`src/rtl/key_press_classifier_if.sv`:
```
// Key classifier bus: debounced key level in, press pulses and hold time out.
// slave = classifier side, master = key source / application side.
interface key_press_classifier_if;
  logic       key_lvl;
  logic       short_pulse;
  logic       long_pulse;
  logic       repeat_pulse;
  logic       key_held;
  logic [9:0] hold_ms;

  modport master (
    output key_lvl,
    input  short_pulse,
    input  long_pulse,
    input  repeat_pulse,
    input  key_held,
    input  hold_ms
  );

  modport slave (
    input  key_lvl,
    output short_pulse,
    output long_pulse,
    output repeat_pulse,
    output key_held,
    output hold_ms
  );
endinterface

```
`src/rtl/key_press_classifier.sv`:
```
// Classifies debounced key presses into short / long / auto-repeat pulses.
// Ports: clk, rst (async, active-high), bus (slave: key_lvl in; pulses, key_held, hold_ms out).
module key_press_classifier #(
  parameter int CLK_PER_MS = 20000,
  parameter int LONG_MS    = 500,
  parameter int REPEAT_MS  = 100,
  parameter int ACTIVE_LOW = 1
) (
  input  logic clk,
  input  logic rst,
  key_press_classifier_if.slave bus
);

  localparam int PW = (CLK_PER_MS > 1) ? $clog2(CLK_PER_MS) : 1;

  localparam logic [PW-1:0] PRE_MAX = PW'(CLK_PER_MS - 1);
  localparam logic [9:0]    LONG_M1 = 10'(LONG_MS - 1);
  localparam logic [9:0]    REP_M1  = 10'(REPEAT_MS - 1);
  localparam logic [9:0]    SAT     = 10'h3ff;
  localparam logic          POL     = 1'(ACTIVE_LOW);

  typedef enum logic [1:0] {
    IDLE,
    PRESS,
    HOLD
  } state_t;

  state_t          state;
  logic            key_q;
  logic            key_q_d;
  logic [PW-1:0]   pre_cnt;
  logic [9:0]      hold_q;
  logic [9:0]      rep_cnt;
  logic            held_q;
  logic            short_q;
  logic            long_q;
  logic            rep_q;

  logic press_edge;
  logic tick;

  assign press_edge = key_q & ~key_q_d;
  assign tick       = held_q & (pre_cnt == PRE_MAX);

  // key_q/key_q_d reset to "pressed" so a key held through reset
  // produces no press edge until it has been released once.
  always_ff @(posedge clk or posedge rst) begin
    if (rst) begin
      key_q   <= 1'b1;
      key_q_d <= 1'b1;
      state   <= IDLE;
      pre_cnt <= '0;
      hold_q  <= '0;
      rep_cnt <= '0;
      held_q  <= 1'b0;
      short_q <= 1'b0;
      long_q  <= 1'b0;
      rep_q   <= 1'b0;
    end else begin
      key_q   <= bus.key_lvl ^ POL;
      key_q_d <= key_q;
      short_q <= 1'b0;
      long_q  <= 1'b0;
      rep_q   <= 1'b0;

      if (held_q) begin
        pre_cnt <= tick ? '0 : pre_cnt + 1'b1;
      end

      // A release seen in the same cycle as a tick takes priority:
      // the tick is dropped, so hold_ms and rep_cnt stay put.
      unique case (state)
        IDLE: begin
          if (press_edge) begin
            state   <= PRESS;
            held_q  <= 1'b1;
            pre_cnt <= '0;
            hold_q  <= '0;
          end
        end
        PRESS: begin
          if (!key_q) begin
            state   <= IDLE;
            held_q  <= 1'b0;
            short_q <= 1'b1;
          end else if (tick) begin
            hold_q <= (hold_q == SAT) ? hold_q : hold_q + 1'b1;
            if (hold_q == LONG_M1) begin
              state   <= HOLD;
              long_q  <= 1'b1;
              rep_cnt <= '0;
            end
          end
        end
        HOLD: begin
          if (!key_q) begin
            state  <= IDLE;
            held_q <= 1'b0;
          end else if (tick) begin
            hold_q <= (hold_q == SAT) ? hold_q : hold_q + 1'b1;
            if (rep_cnt == REP_M1) begin
              rep_cnt <= '0;
              rep_q   <= 1'b1;
            end else begin
              rep_cnt <= rep_cnt + 1'b1;
            end
          end
        end
        default: begin
          state  <= IDLE;
          held_q <= 1'b0;
        end
      endcase
    end
  end

  assign bus.short_pulse  = short_q;
  assign bus.long_pulse   = long_q;
  assign bus.repeat_pulse = rep_q;
  assign bus.key_held     = held_q;
  assign bus.hold_ms      = hold_q;

endmodule

```
`src/flat_wrapper.sv`:
```
// flat-port wrapper written by rule: the top's interface ports become plain ports
module key_press_classifier_flat 
#(
  parameter int CLK_PER_MS = 20000,
  parameter int LONG_MS    = 500,
  parameter int REPEAT_MS  = 100,
  parameter int ACTIVE_LOW = 1
)
  (clk, rst, bus_key_lvl, bus_short_pulse, bus_long_pulse, bus_repeat_pulse, bus_key_held, bus_hold_ms);
  key_press_classifier_if bus_i ();
  input  logic clk;
  input  logic rst;
  input wire logic [$bits(bus_i.key_lvl)-1:0] bus_key_lvl;
  output wire logic [$bits(bus_i.short_pulse)-1:0] bus_short_pulse;
  output wire logic [$bits(bus_i.long_pulse)-1:0] bus_long_pulse;
  output wire logic [$bits(bus_i.repeat_pulse)-1:0] bus_repeat_pulse;
  output wire logic [$bits(bus_i.key_held)-1:0] bus_key_held;
  output wire logic [$bits(bus_i.hold_ms)-1:0] bus_hold_ms;
  assign bus_i.key_lvl = bus_key_lvl;
  assign bus_short_pulse = bus_i.short_pulse;
  assign bus_long_pulse = bus_i.long_pulse;
  assign bus_repeat_pulse = bus_i.repeat_pulse;
  assign bus_key_held = bus_i.key_held;
  assign bus_hold_ms = bus_i.hold_ms;
  key_press_classifier #(.CLK_PER_MS(CLK_PER_MS), .LONG_MS(LONG_MS), .REPEAT_MS(REPEAT_MS), .ACTIVE_LOW(ACTIVE_LOW)) u_core (.clk(clk), .rst(rst), .bus(bus_i));
endmodule
```
`config.mk`:
```
export PLATFORM = sky130hd
export DESIGN_NAME = key_press_classifier_flat
export DESIGN_NICKNAME = d
export VERILOG_FILES = /design/src/rtl/key_press_classifier_if.sv /design/src/rtl/key_press_classifier.sv /design/src/flat_wrapper.sv
export SDC_FILE = /design/constraint.sdc
export NUM_CORES = 1
export LEC_CHECK = 0
export BUFFER_PORTS_ARGS = -buffer_cell sky130_fd_sc_hd__buf_2
export CAP_MARGIN = 20
export CORE_ASPECT_RATIO = 1.75
export CORE_MARGIN = 1
export CORE_UTILIZATION = 55
export DETAILED_ROUTE_END_ITERATION = 7
export GPL_TIMING_DRIVEN = 0
export PLACE_DENSITY = 0.75
export SLEW_MARGIN = 20
export SYNTH_ARGS = -nofsm -noshare
export SYNTH_HDL_FRONTEND = slang
export SYNTH_SLANG_ARGS = --single-unit
export TNS_END_PERCENT = 30
```
`constraint.sdc`:
```
create_clock -name clk -period 4.2 [get_ports clk]
set_clock_uncertainty 0.1 [all_clocks]
set_input_delay 0.84 -clock clk [delete_from_list [all_inputs] [get_ports clk]]
set_output_delay 0.84 -clock clk [all_outputs]
set_load 0.01 [all_outputs]
```
# Word level (Yosys, flattened, before mapping)
# Index checks and enable logic that the tools add are counted.
op_classes:
  muxes: 35
  add_sub_neg: 3
  n_eq_ne: 19
  n_reduce_logical: 8
  n_bitwise: 4
ops:
  columns: ["op", "count"]
  rows:
  - ["2-to-1 mux 10 bit", 10]
  - ["2-to-1 mux 15 bit", 4]
  - ["one-hot mux 10 bit (2 select lines)", 2]
  - ["adder 10 x 1 -> 10 bit, second input constant", 2]
  - ["inequality test 2 x 1 -> 1 bit, second input constant", 8]
  - ["adder 15 x 1 -> 15 bit, second input constant", 1]
  - ["== test 15 bit, second input constant", 1]
  - ["2-to-1 mux 1 bit", 12]
  - ["== test 10 bit, second input constant", 1]
  - ["== test 10 x 7 -> 1 bit, second input constant", 1]
  - ["== test 10 x 9 -> 1 bit, second input constant", 1]
  - ["2-to-1 mux 2 bit", 5]
  - ["inequality test 2 bit, second input constant", 3]
  - ["inequality test 3 bit, second input constant", 2]
  - ["one-hot mux 2 bit (3 select lines)", 1]
  - ["AND reduction 6 bit", 1]
  - ["AND reduction 5 bit", 1]
  - ["AND reduction 4 bit", 1]
  - ["nonzero test 2 bit", 2]
  - ["bitwise AND 1 bit", 2]
  - ["== test 2 x 1 -> 1 bit, second input constant", 1]
  - ["== test 2 bit, second input constant", 1]
  - ["logical NOT 2 bit", 1]
  - ["inverter 1 bit", 2]
  - ["other kinds (3)", 3]
word_totals:
  input_bits: 3
  word_cells: 79
  ff_bits: 43

# Logic depth before layout (Yosys ltp)
logic_depth:
  ltp_word: 6
  mapped_depth: 9
  mapped_depth_nobuf: 7

# Worst setup path before layout
# Ideal clock, no wire load.
synth_path:
  kind: "register to register"
  from: "register u_core.state[0]"
  to: "register u_core.hold_q[9], in the netlist u_core.bus.hold_ms[9]"
  arrival_time_ns: 1.994
  setup_time_ns: 0.124
  path_buffers: 0
  path_slack_ns: 1.982
  synth_period_minus_slack_ns: 2.218
  stages_incl_launch_ff: 8
  path_cell_list: "dfrtp_1 inv_1 ha_1 a21bo_2 a41oi_2 nand3_4 o311a_1 a211o_1"
synth_between:
  elab_chain_cells: 4
synth_rtl:
  columns: ["item", "line", "source"]
  rows:
  - ["from (decl)", "key_press_classifier.sv:28", "state_t state;"]
  - ["from (signal assigned)", "key_press_classifier.sv:51", "state <= IDLE;"]
  - ["from (signal assigned)", "key_press_classifier.sv:75", "state <= PRESS;"]
  - ["from (signal assigned)", "key_press_classifier.sv:83", "state <= IDLE;"]
  - ["== test 2 x 1 -> 1 bit or == test 2 bit (tied branches)", "key_press_classifier.sv:72", "unique case (state)"]
  - ["OR reduction 2 bit (no source line)", null, null]
  - ["inequality test 2 x 1 -> 1 bit (no source line), or another cell as far along", null, null]
  - ["AND reduction 5 bit (no source line)", null, null]
  - ["to (signal assigned)", "key_press_classifier.sv:87", "hold_q <= (hold_q == SAT) ? hold_q : hold_q + 1'b1;"]
  - ["to (signal assigned)", "key_press_classifier.sv:100", "hold_q <= (hold_q == SAT) ? hold_q : hold_q + 1'b1;"]
  - ["to (decl)", "key_press_classifier.sv:32", "logic [9:0] hold_q;"]
# Several ways; a longest one is shown, not always the timed one.
# A chain may end at the register's enable or synchronous reset.

# Final worst setup path
# Same ends and word-level chain as after synthesis.

==> impl_results.html <==
<table>
<tr><th>Metric</th><th>Value</th></tr>
<tr><th colspan="2">Clocking</th></tr>
<tr><td>Postcts setup bufs</td><td>0</td></tr>
<tr><td>Clock buffers created by TritonCTS</td><td>5</td></tr>
<tr><td>CTS Buffer Depth</td><td>2</td></tr>
<tr><td>Number of instances resized during post-cts repair</td><td>0</td></tr>
<tr><td>Clock Tree Root</td><td>clkbuf_8</td></tr>
<tr><td>Latest clock arrival within the worst-skew pair</td><td>0.29 ns</td></tr>
<tr><td>Clock slew at reported path FFs</td><td>0.08 ns</td></tr>
<tr><td>Clock Sinks</td><td>43</td></tr>
<tr><td>Hold-fix buffers, CTS</td><td>0</td></tr>
<tr><td>Level count of the clock H-tree</td><td>2</td></tr>
<tr><td>TritonCTS clock tree</td><td>built</td></tr>
<tr><th colspan="2">Timing</th></tr>
<tr><td>Fmax</td><td>407 MHz</td></tr>
<tr><td>Final number of max-transition violations</td><td>0</td></tr>
<tr><td>Max-slew headroom at the worst pin</td><td>0.652</td></tr>
<tr><td>Final Cycle Share</td><td>0.586</td></tr>
<tr><td>Number of hold violations in the final report</td><td>0</td></tr>
<tr><td>Measured slew at the worst slew-check pin</td><td>0.521 ns</td></tr>
<tr><td>Unrepaired setup endpoints after global routing</td><td>no</td></tr>
<tr><td>Post-layout minimum cycle time</td><td>2.46 ns</td></tr>
<tr><td>Total negative slack</td><td>0 ns</td></tr>
<tr><td>Setup-failing EPs final</td><td>0</td></tr>
<tr><td>Worst hold slack</td><td>0.274 ns</td></tr>
<tr><th colspan="2">Floorplan</th></tr>
<tr><td>Die Y</td><td>89.4 um</td></tr>
<tr><td>Standard-cell rows</td><td>31</td></tr>
<tr><td>Initial Utilization</td><td>0.578</td></tr>
<tr><td>Core region area</td><td>0.00415 mm2</td></tr>
<tr><td>Number of top-level pins</td><td>17</td></tr>
<tr><td>Die Width</td><td>51.9 um</td></tr>
<tr><td>Die Area</td><td>0.00464 mm2</td></tr>
<tr><th colspan="2">Route</th></tr>
<tr><td>Routed length per placed instance</td><td>15.2 um</td></tr>
<tr><td>Count of TritonRoute iterations in the first routing pass</td><td>4</td></tr>
<tr><td>Vias per Instance</td><td>6.07</td></tr>
<tr><td>DRC violation total after the first TritonRoute iteration</td><td>43</td></tr>
<tr><td>DRC viols</td><td>0</td></tr>
<tr><td>Antenna-violating nets left</td><td>0</td></tr>
<tr><td>Vias</td><td>1985</td></tr>
<tr><td>Detailed-route wire length</td><td>4.97 mm</td></tr>
<tr><th colspan="2">Synthesis</th></tr>
<tr><td>FF+latch count, synth</td><td>43</td></tr>
<tr><td>Mean area per synthesized cell</td><td>9.49 um2</td></tr>
<tr><td>Cell area after synthesis</td><td>0.00240 mm2</td></tr>
<tr><td>Largest cells by area after synthesis</td><td>dfrtp_1 43%, nand3_1 4.0%, o21ai_0 4.0%, nand2_1 3.6%, xor2_1 3.3%</td></tr>
<tr><td>Number of enable-type register cells in the synthesized netlist</td><td>0</td></tr>
<tr><td>Gate count of the mapped netlist</td><td>253</td></tr>
<tr><td>Most used flip-flop cell after synthesis</td><td>dfrtp_1</td></tr>
<tr><td>Distinct cells, synth</td><td>47</td></tr>
<tr><td>Fraction of synthesized cell area taken by the top area cell type</td><td>0.428</td></tr>
<tr><td>Most instantiated cells after synthesis</td><td>41 x dfrtp_1, 23 x nand2_1, 19 x nand3_1, 19 x o21ai_0, 18 x nor2_1</td></tr>
<tr><td>Share of async-settable or async-resettable flops after synthesis</td><td>1.00</td></tr>
<tr><td>Leading cell type by number of instances after synthesis</td><td>dfrtp_1</td></tr>
<tr><td>Mapped Nets</td><td>262</td></tr>
<tr><td>Cell type contributing the most total cell area after synthesis</td><td>dfrtp_1</td></tr>
<tr><td>Sequential element share of the synthesized area</td><td>0.449</td></tr>
<tr><td>Total number of yosys warnings</td><td>0</td></tr>
<tr><th colspan="2">Layout</th></tr>
<tr><td>Register cell area after layout</td><td>0.00108 mm2</td></tr>
<tr><td>Final net count</td><td>286</td></tr>
<tr><td>Final antenna diode count</td><td>0</td></tr>
<tr><td>Area taken by multi-input logic gates</td><td>0.00122 mm2</td></tr>
<tr><td>Layout cell share with drive strength beyond 1</td><td>0.151</td></tr>
<tr><td>Fillcell total</td><td>360</td></tr>
<tr><td>Fin area</td><td>0.00264 mm2</td></tr>
<tr><td>Cell Count, Final, Fillers Out</td><td>327</td></tr>
<tr><td>Layout Area Growth over Synthesis</td><td>10.1%</td></tr>
<tr><th colspan="2">Power</th></tr>
<tr><td>Total power after layout</td><td>0.899 mW</td></tr>
<tr><td>PD cells</td><td>340 mW/mm2</td></tr>
<tr><td>IR Drop Worst-Case VDD</td><td>270 uV</td></tr>
<tr><td>Leakage power figure</td><td>1.18 nW</td></tr>
<tr><th colspan="2">GRT</th></tr>
<tr><td>Global-route wire length before repair</td><td>8.42 mm</td></tr>
<tr><td>Pin count of the biggest net entering global routing</td><td>35</td></tr>
<tr><td>Initial antenna violation count</td><td>0</td></tr>
<tr><td>Overall Global Routing Usage</td><td>0.245</td></tr>
<tr><td>Number of global-route vias before repair</td><td>1873</td></tr>
<tr><td>Congestion Overflow GR</td><td>0</td></tr>
<tr><th colspan="2">Critical path</th></tr>
<tr><td>Worst-path cell chain</td><td>inv_1, ha_1, a21bo_2, a41oi_2, nand3_4, o311a_1, a211o_1</td></tr>
<tr><td>Critical path arrival</td><td>2.54 ns</td></tr>
<tr><td>Launching element type of the critical path</td><td>register</td></tr>
<tr><td>Cell family contributing the most delay on the critical path</td><td>compound AO/OA/AOI/OAI gates</td></tr>
<tr><td>Cell at the slowest stage of the critical path</td><td>dfrtp_1</td></tr>
<tr><td>Maximum single-stage delay on the critical path</td><td>0.37 ns</td></tr>
<tr><td>Worst Path Class, Setup</td><td>reg -&gt; reg</td></tr>
<tr><td>Number of buffer and inverter instances along the worst setup path</td><td>1</td></tr>
<tr><td>Critical Path End Type</td><td>register</td></tr>
<tr><td>Peak fanout along the critical path</td><td>10</td></tr>
<tr><td>Worst path required time</td><td>4.29 ns</td></tr>
<tr><th colspan="2">Min path</th></tr>
<tr><td>Worst hold path class</td><td>reg -&gt; reg</td></tr>
<tr><th colspan="2">Place</th></tr>
<tr><td>Routability cong.</td><td>0.821</td></tr>
<tr><td>Placed insts</td><td>319</td></tr>
<tr><td>Number of port buffers</td><td>16</td></tr>
<tr><td>Area after DPL</td><td>0.00256 mm2</td></tr>
<tr><td>Final HPWL from detailed placement</td><td>3.60 mm</td></tr>
<tr><th colspan="2">Flow run</th></tr>
<tr><td>Count of maximum capacitance violations</td><td>0</td></tr>
<tr><th colspan="2">Run status</th></tr>
<tr><td>Status</td><td>finished, final reports clean</td></tr>
</table>
cell type report:
class                      instances  share of cell area
buffer                             9              0.0185
clock inverter                     1             0.00189
tap                               49              0.0232
sequential                        43               0.408
multi-input combinational        188               0.463
clock buffer                       7              0.0289
timing repair buffer              17              0.0379
inverter                          13              0.0185
state kept, by name (all words and copies together), names as in the netlist:
signal	flops
u_core.bus.hold_ms	10
u_core.state	2
u_core.bus.short_pulse	1
u_core.bus.long_pulse	1
u_core.bus.key_held	1
u_core.rep_cnt	10
u_core.bus.repeat_pulse	1
u_core.key_q_d	1
u_core.pre_cnt	15
u_core.key_q	1
placed cells by master, fill, tap and decap left out, types with 4 or more instances in the layout:
| cell type | Yosys | layout |
|---|---|---|
| dfrtp_1 | 41 | 41 |
| nand2_1 | 23 | 23 |
| nand3_1 | 19 | 19 |
| buf_2 | 3 | 19 |
| o21ai_0 | 19 | 19 |
| nor2_1 | 18 | 18 |
| inv_1 | 13 | 12 |
| a21oi_1 | 12 | 12 |
| nand4_1 | 9 | 9 |
| xor2_1 | 9 | 9 |
| o31ai_1 | 8 | 8 |
| and4_1 | 7 | 7 |
| or3_1 | 6 | 6 |
| clkbuf_1 | 4 | 6 |
| a31oi_1 | 6 | 6 |
| ha_1 | 6 | 6 |
| clkbuf_8 | 0 | 5 |
| nor2b_1 | 4 | 4 |
| nand2b_1 | 4 | 4 |
cell families (layout without fill, tap and decap cells):
group           count (synthesis)  after routing  synth area share
compound gates                 63             63             0.186
xor+xnor                       10             10            0.0365
fa+ha+maj                       6              6            0.0313
buf+inv                        22             47            0.0407
flops                          43             43             0.449
simple gates                  109            109             0.257
per-stage QoR:
step / setup WS [ns] / util
5_1_grt: 1.63 / 0.637
4_1_cts: 1.74 / 0.637
2_1_floorplan: 1.98 / -
6_report: 1.74 / 0.637
3_5_place_dp: 1.75 / 0.617
3_3_place_gp: 1.68 / 0.612
per-layer routing:
metal / wire, um / track usage / part of all wire
met3: 97 / 0.0374 / 0.020
met4: 144 / 0.135 / 0.029
met2: 2620 / 0.428 / 0.53
met1: 2110 / 0.279 / 0.42
met5: 0 / 0 / 0
power breakdown:
group / leakage (nW) / internal, mW / total [mW] / switching, mW
clock network: 0.0422 / 0.117 / 0.252 / 0.136
logic: 0.550 / 0.0650 / 0.182 / 0.117
registers: 0.588 / 0.440 / 0.465 / 0.0257
path summary, 6_finish.rpt:
check                                                  from                                end  slack (ns)  cells after the start
worst max-delay path            u_core.state[0]$_DFFE_PP0P_  u_core.bus.hold_ms[9]$_DFFE_PP0P_        1.74                      7
worst min-delay path                 u_core.key_q$_DFF_PP1_           u_core.key_q_d$_DFF_PP1_        0.27                      0
worst max register to register  u_core.state[0]$_DFFE_PP0P_  u_core.bus.hold_ms[9]$_DFFE_PP0P_        1.74                      7
worst min register to register       u_core.key_q$_DFF_PP1_           u_core.key_q_d$_DFF_PP1_        0.27                      0
max in group asynchronous                               rst           u_core.key_q_d$_DFF_PP1_        3.12                      3
min in group asynchronous                               rst   u_core.bus.short_pulse$_DFF_PP0_        0.36                      2
Power figures use the tool's default switching activity.
